`config.mk`:
```
export PLATFORM = sky130hd
export DESIGN_NAME = scene_ctrl
export DESIGN_NICKNAME = d
export VERILOG_FILES = /design/src/rtl/scene_ctrl.sv
export SDC_FILE = /design/constraint.sdc
export NUM_CORES = 1
export LEC_CHECK = 0
export ABC_CLOCK_PERIOD_IN_PS = 1700
export BUFFER_PORTS_ARGS = -buffer_cell sky130_fd_sc_hd__buf_2
export CAP_MARGIN = 10
export CORE_ASPECT_RATIO = 1.25
export CORE_MARGIN = 2
export CORE_UTILIZATION = 46
export CTS_BUF_LIST = sky130_fd_sc_hd__clkbuf_16
export DETAILED_ROUTE_END_ITERATION = 6
export PLACE_DENSITY = 0.67
export SETUP_SLACK_MARGIN = 0.3
export SLEW_MARGIN = 20
export SYNTH_ARGS = -nofsm -noshare
export SYNTH_HDL_FRONTEND = slang
export SYNTH_SLANG_ARGS = --single-unit
```
`constraint.sdc`:
```
create_clock -name i_pclk -period 1.7 [get_ports i_pclk]
set_input_delay 0.085 -clock i_pclk [delete_from_list [all_inputs] [get_ports i_pclk]]
set_output_delay 0.085 -clock i_pclk [all_outputs]
set_load 0.05 [all_outputs]
```
`src/rtl/scene_ctrl.sv`:
```
// Game-flow controller: sequences MENU -> BATTLE -> ENDGAME -> MENU and
// drives the scene-mux select, switching only on vsync rising edges.
module scene_ctrl #(
  parameter int ENDGAME_FRAMES = 300,
  parameter int CNT_W          = 16
) (
  input  logic       i_pclk,
  input  logic       i_rst,
  input  logic       i_vs,
  input  logic       i_start,
  input  logic       i_game_over,
  input  logic       i_player_won,
  output logic [1:0] o_sel,
  output logic       o_scene_change,
  output logic       o_battle_start,
  output logic       o_winner
);

  typedef enum logic [1:0] {
    S_MENU    = 2'b00,
    S_BATTLE  = 2'b01,
    S_ENDGAME = 2'b10,
    S_ILLEGAL = 2'b11
  } state_t;

  localparam logic [CNT_W-1:0] CNT_MAX  = CNT_W'(ENDGAME_FRAMES);
  localparam logic [CNT_W-1:0] CNT_LAST = CNT_W'(ENDGAME_FRAMES - 1);

  state_t           state_q, state_nxt, scene_nxt;
  logic             pending_q, pending_nxt;
  logic [CNT_W-1:0] cnt_q, cnt_nxt;
  logic             winner_nxt, chg_nxt, bs_nxt;
  logic             vs_d, start_d;
  logic             frame_tick, start_edge, set_cond;

  assign frame_tick = i_vs & ~vs_d;
  assign start_edge = i_start & ~start_d;

  // The state register is the scene select itself, so o_sel doubles as the
  // observable FSM state.
  assign o_sel = state_q;

  always_ff @(posedge i_pclk or posedge i_rst) begin
    if (i_rst) begin
      state_q        <= S_MENU;
      pending_q      <= 1'b0;
      cnt_q          <= '0;
      o_winner       <= 1'b0;
      o_scene_change <= 1'b0;
      o_battle_start <= 1'b0;
      vs_d           <= 1'b0;
      start_d        <= 1'b0;
    end else begin
      state_q        <= state_nxt;
      pending_q      <= pending_nxt;
      cnt_q          <= cnt_nxt;
      o_winner       <= winner_nxt;
      o_scene_change <= chg_nxt;
      o_battle_start <= bs_nxt;
      vs_d           <= i_vs;
      start_d        <= i_start;
    end
  end

  always_comb begin
    state_nxt   = state_q;
    scene_nxt   = S_MENU;
    pending_nxt = pending_q;
    cnt_nxt     = cnt_q;
    winner_nxt  = o_winner;
    chg_nxt     = 1'b0;
    bs_nxt      = 1'b0;
    set_cond    = 1'b0;

    case (state_q)
      S_MENU: begin
        set_cond  = start_edge;
        scene_nxt = S_BATTLE;
        cnt_nxt   = '0;
      end
      S_BATTLE: begin
        set_cond  = i_game_over;
        scene_nxt = S_ENDGAME;
        cnt_nxt   = '0;
        // Only the first game-over sample of a battle decides the winner.
        if (i_game_over && !pending_q) winner_nxt = i_player_won;
      end
      S_ENDGAME: begin
        // Timeout is judged on the tick that would bring the count to the limit.
        set_cond  = start_edge | (frame_tick & (cnt_q >= CNT_LAST));
        scene_nxt = S_MENU;
        if (frame_tick && (cnt_q < CNT_MAX)) cnt_nxt = cnt_q + CNT_W'(1);
      end
      default: begin
        set_cond  = 1'b0;
        scene_nxt = S_MENU;
      end
    endcase

    if (state_q == S_ILLEGAL) begin
      state_nxt   = S_MENU;
      chg_nxt     = 1'b1;
      pending_nxt = 1'b0;
    end else if ((pending_q | set_cond) & frame_tick) begin
      state_nxt   = scene_nxt;
      chg_nxt     = 1'b1;
      pending_nxt = 1'b0;
      if (scene_nxt == S_BATTLE) begin
        bs_nxt     = 1'b1;
        winner_nxt = 1'b0;
      end
    end else if (set_cond) begin
      pending_nxt = 1'b1;
    end
  end

endmodule

```
==> impl_metrics.yaml <==
finish:
  synthToLayoutAreaGrowth_pct: 37.24
  final_area_um2: 1568
  layout_commonest_cell: "dfrtp_1"
  instances_no_fill: 171
  drive_gt1_frac: 0.3841
  final_cell_mix: "22 x dfrtp_1, 16 x buf_4, 10 x buf_2"
  fin_nets: 146
  n_antenna_cell: 0
floorplan:
  start_util: 0.4755
  die_area_um2: 2900
  die_y_um: 59.72
  rows: 20
  design.core.area_um2: 2402
  ioPinCount: 11
  die-width_um: 48.57
route:
  vias: 908
  drc: 0
  first_iter_violations: 11
  via_per_inst: 5.310
  antenna_left: 0
  first_pass_iters: 3
  wl_per_cell_um: 13.88
  finalWirelength_um: 2373
clock_tree:
  clk_pin_slew_ns: 0.06
  cts_num_sinks: 24
  cts_root_buf: "clkbuf_16"
  h-tree-depth: 1
  cts_tree: "built"
  clk_latency_ns: 0.25
  cts_buffer_depth: 2
  numCtsBuffers: 3
synthesis:
  ys_ff_latch: 24
  synth.area.top_cells: "dfrtp_1 53%, nand2_1 3.0%, and2_1 2.7%"
  synth.distinct_cells: 32
  yosysWarningCount: 0
  async_reset_ff_frac: 1.000
  ys_seq_area_frac: 0.5257
  netlist_area_um2: 1142
  syn_nets: 115
  avgSynthCellArea_um2: 10.58
  synth_top_area_frac: 0.5257
  synth_top_area_cell: "dfrtp_1"
  synth_edf_count: 0
  ys.flop_type: "dfrtp_1"
  syn_inst: 108
placement:
  place.gp.congestion: 0.8299
  io_buffers: 10
  post-dp-hpwl_um: 1659
  place_inst: 160
  postPlaceCellArea_um2: 1334
  preCtsSetupSlack_ns: -0.03243
sta:
  finalSetupViolCount: 0
  fin_skew_ns: 0.001803
  max_freq_ghz: 0.6014
  rsz0062_at_grt: "yes"
  min_period_ns: 1.663
  fin_crit_sh: 0.9781
  holdWs_ns: 0.2230
  max_slew_margin: 0.7423
  setup_ws_ns: 0.03726
  slew_violations: 0
  tightestPinTransition_ns: 0.3865
  hold_viol_final: 0
worst_setup_path:
  cp-end-kind: "flop"
  reg2reg_from: "cnt_q[3]"
  arrival_ns: 1.84
  critPathKind: "flop to flop"
  cp_max_fo: 8
  startpoint: "cnt_q[3]"
  cp.required_ns: 1.88
  worst_setup_path_start_kind: "flop"
pwr:
  p_int_mw: 1.234
  sw_frac_of_total: 0.3494
  p_leak_nw: 0.6897
  p_clk_frac: 0.263
  peakVddDrop_mv: 0.7235
  pwr-share-seq: 0.364
  p_switching_mw: 0.6628
  p_comb_frac: 0.373
  powerDensity_nw_per_um2: 1210
global_routing:
  first_global_vias: 922
  grt-ovfl-total: 0
  grt_usage: 0.1823
  grt_pass1_wl_um: 4036
  antenna_found_initial: 0
  grt_start_max_net_pins: 25
job:
  drv_cap: 0
hold_path:
  hp-class: "input port to flop"
  min_from: "i_vs"
run_status:
  outcome: "finished, final reports clean"
## state kept, by name, summed over array words and instances, names as in the netlist
signal          cells
o_winner            1
vs_d                1
pending_q           1
start_d             1
o_sel               2
cnt_q              16
o_battle_start      1
o_scene_change      1
## kinds of logic after synthesis
family | share of synthesized area
multiplexers | 0.01753
adder cells (fa/ha/maj) | 0.01095
flip-flops | 0.5257
buffers and inverters | 0.03614
XOR/XNOR | 0.007668
AND/OR/NAND/NOR | 0.2300
AO/OA/AOI/OAI | 0.1720
## power groups by stage
stage          sequential, mW  clock (mW)  combinational [mW]
2_1_floorplan           0.830           0               0.323
3_3_place_gp            0.690           0               0.564
3_5_place_dp            0.692           0               0.572
4_1_cts                 0.686       0.508               0.631
5_1_grt                 0.699       0.533               0.761
6_report                0.690       0.500               0.708
## cells in the mapped netlist (2+ instances only)
library cell / n
a21boi_1: 2
a21oi_1: 3
a31o_2: 2
and2_1: 5
and3_1: 2
clkbuf_1: 5
dfrtp_1: 24
inv_1: 6
mux2i_1: 2
nand2_1: 9
nand2b_1: 5
nand3_1: 6
nor2_1: 2
nor2b_1: 2
nor3_1: 4
o211ai_1: 3
o21ai_0: 6
o31ai_1: 4
or3_1: 3
## final cells by class
type / instances / area [um^2]
Fill cell: 195 / 834.6
Sequential cell: 24 / 603.1
Multi-Input combinational cell: 73 / 599.3
Timing Repair Buffer: 31 / 222.7
Clock buffer: 3 / 75.07
Tap cell: 33 / 41.29
Inverter: 6 / 22.52
Clock inverter: 1 / 3.754
## metal layers
layer	share of wire	vias to the layer above	global-route usage
li1	-	447	-
met1	0.45	443	0.2251
met4	0.019	0	0.09796
met5	0	-	0
met2	0.52	12	0.3175
met3	0.015	6	0.02250
## timing repair
action | 4_1_cts | 5_1_grt
pin swaps | 3 | 6
cloned | 0 | 0
gates resized for setup | 10 | 9
endpoints found under the hold margin | 26 | 0
endpoints found under the setup margin | 16 | 16
hold buffers | 3 | 0
setup buffers | 2 | 2
## stage by stage
| stage | TNS, ns | power (mW) | utilization |
|---|---|---|---|
| CTS | 0 | 1.825 | 0.6260 |
| finish | 0 | 1.897 | 0.6526 |
| global route | -0.1587 | 1.993 | 0.6526 |
| global placement | 0 | 1.255 | 0.5552 |
| detailed placement | -0.03243 | 1.264 | 0.5552 |
| floorplan | -0.009349 | 1.154 | - |
## worst paths after layout
| path | endpoint | slack [ns] | depth (start not counted) |
|---|---|---|---|
| max in group asynchronous | o_sel[1] | 1.03 | 4 |
| setup reg to reg | cnt_q[4] | 0.04 | 4 |
| min in group asynchronous | cnt_q[9] | 0.42 | 4 |
| hold / removal | pending_q | 0.22 | 4 |
| hold reg to reg | cnt_q[14] | 0.50 | 1 |
| setup / recovery | cnt_q[4] | 0.04 | 4 |
## critical path, cell delays in order, from the launching register on
cell and delay (ns):
dfrtp_1 0.41, a2111oi_4 0.45, o2111ai_4 0.24, or3_1 0.36, a21boi_1 0.13
Power figures use the tool's default switching activity.
